File: config.mk
export PLATFORM = sky130hd
export DESIGN_NAME = lfsr_sequencer
export DESIGN_NICKNAME = d
export VERILOG_FILES = /design/src/rtl/lfsr_sequencer.sv
export SDC_FILE = /design/constraint.sdc
export NUM_CORES = 1
export LEC_CHECK = 0
export BUFFER_PORTS_ARGS = -buffer_cell sky130_fd_sc_hd__buf_2
export CORE_MARGIN = 1.5
export CORE_UTILIZATION = 39
export CTS_CLUSTER_DIAMETER = 30
export DETAILED_ROUTE_END_ITERATION = 12
export PLACE_DENSITY = 0.57
export SYNTH_ARGS = -nofsm -noshare
export SYNTH_HDL_FRONTEND = slang
export SYNTH_SLANG_ARGS = --single-unit
File: constraint.sdc
create_clock -name clk -period 3.15 [get_ports clk]
set_input_delay 0.63 -clock clk [delete_from_list [all_inputs] [get_ports clk]]
set_output_delay 0.63 -clock clk [all_outputs]
set_load 0.1 [all_outputs]
File: src/rtl/lfsr_sequencer.sv
// WIDTH-bit LFSR with Fibonacci/Galois feedback, lockup-safe seed load,
// single-step advance and counted bursts under a start/busy/done handshake.
module lfsr_sequencer #(
  parameter int unsigned           WIDTH    = 8,
  parameter logic [WIDTH-1:0]      FIB_TAPS = 8'hB8,
  parameter logic [WIDTH-1:0]      GAL_MASK = 8'h1D,
  parameter int unsigned           CNT_W    = 16
) (
  input  logic             clk,
  input  logic             reset,
  input  logic             load,
  input  logic [WIDTH-1:0] seed,
  input  logic             mode,
  input  logic             enable,
  input  logic             start,
  input  logic [CNT_W-1:0] steps,
  output logic [WIDTH-1:0] out,
  output logic             busy,
  output logic             done,
  output logic             wrap
);

  localparam logic [WIDTH-1:0] SeedOne = {{(WIDTH-1){1'b0}}, 1'b1};

  typedef enum logic {StIdle, StRun} state_e;

  state_e           state_q, state_d;
  logic [CNT_W-1:0] cnt_q, cnt_d;
  logic             mode_q, mode_d;
  logic [WIDTH-1:0] out_q, out_d;
  logic [WIDTH-1:0] seed_q, seed_d;
  logic             done_q, done_d;
  logic             wrap_q, wrap_d;
  logic             do_step;
  logic             step_mode;
  logic [WIDTH-1:0] step_next;

  function automatic logic [WIDTH-1:0] lfsr_next(input logic [WIDTH-1:0] cur,
                                                 input logic             gal);
    logic [WIDTH-1:0] shifted;
    shifted = {cur[WIDTH-2:0], 1'b0};
    if (gal) begin
      lfsr_next = cur[WIDTH-1] ? (shifted ^ GAL_MASK) : shifted;
    end else begin
      lfsr_next = {cur[WIDTH-2:0], ^(cur & FIB_TAPS)};
    end
  endfunction

  always_comb begin
    state_d   = state_q;
    cnt_d     = cnt_q;
    mode_d    = mode_q;
    out_d     = out_q;
    seed_d    = seed_q;
    done_d    = 1'b0;
    wrap_d    = wrap_q;
    do_step   = 1'b0;
    step_mode = mode;
    step_next = '0;

    if (load) begin
      // All-zero would lock the register, so it is replaced by 1.
      out_d   = (seed == '0) ? SeedOne : seed;
      seed_d  = (seed == '0) ? SeedOne : seed;
      wrap_d  = 1'b0;
      state_d = StIdle;
    end else begin
      unique case (state_q)
        StIdle: begin
          if (start) begin
            if (steps == '0) begin
              done_d = 1'b1;
            end else begin
              mode_d  = mode;
              cnt_d   = steps;
              state_d = StRun;
            end
          end else if (enable) begin
            do_step = 1'b1;
          end
        end
        StRun: begin
          do_step   = 1'b1;
          step_mode = mode_q;
          if (cnt_q == CNT_W'(1)) begin
            done_d  = 1'b1;
            state_d = StIdle;
          end else begin
            cnt_d = cnt_q - CNT_W'(1);
          end
        end
      endcase
    end

    if (do_step) begin
      step_next = lfsr_next(out_q, step_mode);
      out_d     = step_next;
      wrap_d    = (step_next == seed_q);
    end
  end

  always_ff @(posedge clk or posedge reset) begin
    if (reset) begin
      state_q <= StIdle;
      cnt_q   <= '0;
      mode_q  <= 1'b0;
      out_q   <= SeedOne;
      seed_q  <= SeedOne;
      done_q  <= 1'b0;
      wrap_q  <= 1'b0;
    end else begin
      state_q <= state_d;
      cnt_q   <= cnt_d;
      mode_q  <= mode_d;
      out_q   <= out_d;
      seed_q  <= seed_d;
      done_q  <= done_d;
      wrap_q  <= wrap_d;
    end
  end

  assign out  = out_q;
  assign busy = (state_q == StRun);
  assign done = done_q;
  assign wrap = wrap_q;

endmodule

==> flow_summary.yaml <==
critical_path:
  startpoint_type: "input port"
  reg2reg_to: "cnt_q[12]"
  r2r_slack_ps: 910
  crit_slowest_cell: "or4_1"
  cp.arrival_ps: 2540
  path_class: "input port to flip-flop"
  crit_start: "steps[14]"
  reg2reg_depth: 6
  slowest_delay_ps: 590
  cp_cell_sequence: "buf_2, or4_1, o41ai_2, a221o_2, inv_2, o22a_1, o21a_1"
  critPathTopFamily: "compound AO/OA/AOI/OAI gates"
  required_ps: 3340
  critPathCaptureType: "flip-flop"
  path_buf_inv: 2
  rr_startpoint: "cnt_q[11]"
  critPathMaxFanout: 15
synth:
  synth_area_um2: 2160
  synth_warnings: 0
  synth_fp_nets: 275
  synth_cell_types: 55
  synth_cells: 243
  yosysSeqAreaShare_pct: 41.8
  synth_compound_area_share_pct: 25.1
  synthAdderAreaFrac_pct: 1.16
  synth-xor-area-share_pct: 5.90
  synth.area.mux_share_pct: 4.22
  synthArstFlopShare_pct: 100
  synth-seq-cells: 36
  ys.flop_type: "dfrtp_1"
  synth_edf_count: 0
  synth_top_family_by_area: "compound AO/OA/AOI/OAI gates"
  avgSynthCellArea_um2: 8.90
  synth-simple-area-share_pct: 16.2
cells_and_area:
  multi_input_area_um2: 1140
  drive_above_1_share_pct: 23.0
  num-fill-cells: 542
  ff_latch_area_um2: 903
  design_area_um2: 2540
  final_cell_mix: "40 x buf_2, 34 x o21ai_0, 34 x dfrtp_1, 22 x a21oi_1, 20 x nand2_1"
  syn2layout_area_growth_pct: 17.4
  final_net_count: 314
  mostFrequentLayoutCell: "buf_2"
  antennaDiodeCount: 0
timing:
  rsz0062_at_grt: "false"
  tns_ps: 0
  setup_viol: 0
  max_slew_margin_pct: 63.0
  tightest_slew_ps: 539
  fmax_ghz: 0.425
  hold_viol_final: 0
  post-route-min-period_ps: 2350
  slew_viol_final: 0
  period_share_pct: 74.7
  skew_ps: 5.09
place:
  dpl-instance-area_um2: 2430
  portBuffers: 40
  hpwl_mm: 3.82
  gp_congestion: 0.780
die:
  design.die.area_um2: 6000
  coreArea_um2: 5240
  rows: 26
  initial_core_util_pct: 41.3
  boundaryPins: 41
  fp.dieW_um: 77.5
  die_y_um: 77.5
global_route:
  grt_pass1_wl_mm: 8.85
  grt_overflow_total: 0
  antenna_found_initial: 0
  grt_use_total_pct: 18.7
  grt_pass1_vias: 1762
  grt_max_degree: 37
clock_network:
  cts_sinks: 36
  cts_tree: "done"
  cts_root_buffer: "clkbuf_8"
  clk_latency_ps: 290
  cts_hold_buf: 0
  cts_buffer_depth: 2
  post_cts_resized: 0
  cts_buffers: 5
  htreeDepth: 2
  post-cts-setup-buffers: 0
  clkTransAtPathRegs_ps: 80
pwr:
  powerDensity_nw_per_um2: 572
  irDropWorstVdd_v: 0.000259
  p_leak_nw: 1.14
min_path:
  min_path_type: "input port to async pin"
detailed_routing:
  viasPerCell: 5.44
  drc_errors: 0
  postRouteAntennaNets: 0
  routed_wl_mm: 5.27
  vias: 1921
  wl_per_cell_um: 14.9
  drtIter0Drc: 135
  drt_pre_antenna_iters: 5
outcome:
  status: "finished clean"
flow_run:
  max_cap_violations: 0
kinds of logic after synthesis:
family | after synthesis
xor gates and xnor gates | 13
DFF | 36
buffers and inverters | 29
muxes | 9
and+or+nand+nor | 67
adders and majority gates | 2
AOI/OAI and AO/OA | 87
worst register-to-register path: stages, from the launching register on:
cell	delay (ps)
dfrtp_1	440
nor4_1	520
and3_1	330
a221o_2	340
inv_2	190
o22a_1	230
o21a_1	90
metal layers:
metal  share of wire (%)  track usage, %
met1                  51            28.4
met2                  43            26.6
met3                 4.9            4.00
met4                0.99            4.91
met5                   0               0
cell usage after synthesis, types with 2 or more instances:
| master | n | area (um^2) |
|---|---|---|
| dfstp_2 | 2 | 52.6 |
| clkbuf_1 | 8 | 30.0 |
| nand2_1 | 20 | 75.1 |
| xnor2_1 | 7 | 61.3 |
| mux2i_1 | 8 | 80.1 |
| o22ai_1 | 5 | 31.3 |
| or4_4 | 2 | 22.5 |
| dfrtp_1 | 34 | 851 |
| o21ai_0 | 34 | 170 |
| nor4_1 | 3 | 18.8 |
| buf_1 | 2 | 7.51 |
| ha_1 | 2 | 25.0 |
| nor2_1 | 7 | 26.3 |
| or4_1 | 3 | 22.5 |
| o21a_1 | 2 | 15.0 |
| nor3_1 | 10 | 50.1 |
| nand2b_1 | 3 | 18.8 |
| and3_1 | 5 | 31.3 |
| inv_1 | 15 | 56.3 |
| a21oi_1 | 22 | 110 |
| a2bb2oi_1 | 2 | 17.5 |
| a31oi_1 | 3 | 18.8 |
| nand3_1 | 8 | 40.0 |
| xor2_1 | 5 | 43.8 |
layout make-up:
cell class	instances	area share, %
Clock inverter	3	1.68
Multi-Input combinational cell	178	44.8
Tap cell	70	3.45
Clock buffer	5	2.71
Sequential cell	36	35.6
Timing Repair Buffer	45	9.37
Inverter	16	2.37
registers in the layout (all words and copies together), names as in the netlist:
name / flops
cnt_q: 16
out: 8
seed_q: 8
busy: 1
done: 1
mode_q: 1
wrap: 1
where the power goes:
| part | leakage [nW] | internal (W) | switching (W) |
|---|---|---|---|
| logic | 0.650 | 0.000150 | 0.000276 |
| clock network | 0.0541 | 0.000234 | 0.000180 |
| registers | 0.431 | 0.000532 | 0.0000793 |
| total | 1.14 | 0.000916 | 0.000536 |
worst max path at each step:
stage,endpoint,cells after the start
4_1_cts,cnt_q[12],7
5_1_grt,cnt_q[12],7
2_1_floorplan,wrap,6
3_3_place_gp,cnt_q[12],7
3_5_place_dp,cnt_q[12],7
6_report,cnt_q[12],7
per-stage QoR:
stage | worst slack [ps] | cells | hold WS [ps] | util [%] | total power (W)
floorplan | 794 | 243 | 470 | - | 0.000940
global placement | 513 | 345 | 487 | 46.3 | 0.00104
detailed placement | 483 | 345 | 489 | 46.3 | 0.00104
CTS | 809 | 353 | 454 | 48.4 | 0.00146
global route | 679 | 353 | 481 | 48.4 | 0.00154
finish | 797 | 353 | 436 | 48.4 | 0.00145
Note: power is estimated with default switching activity, not from simulation.
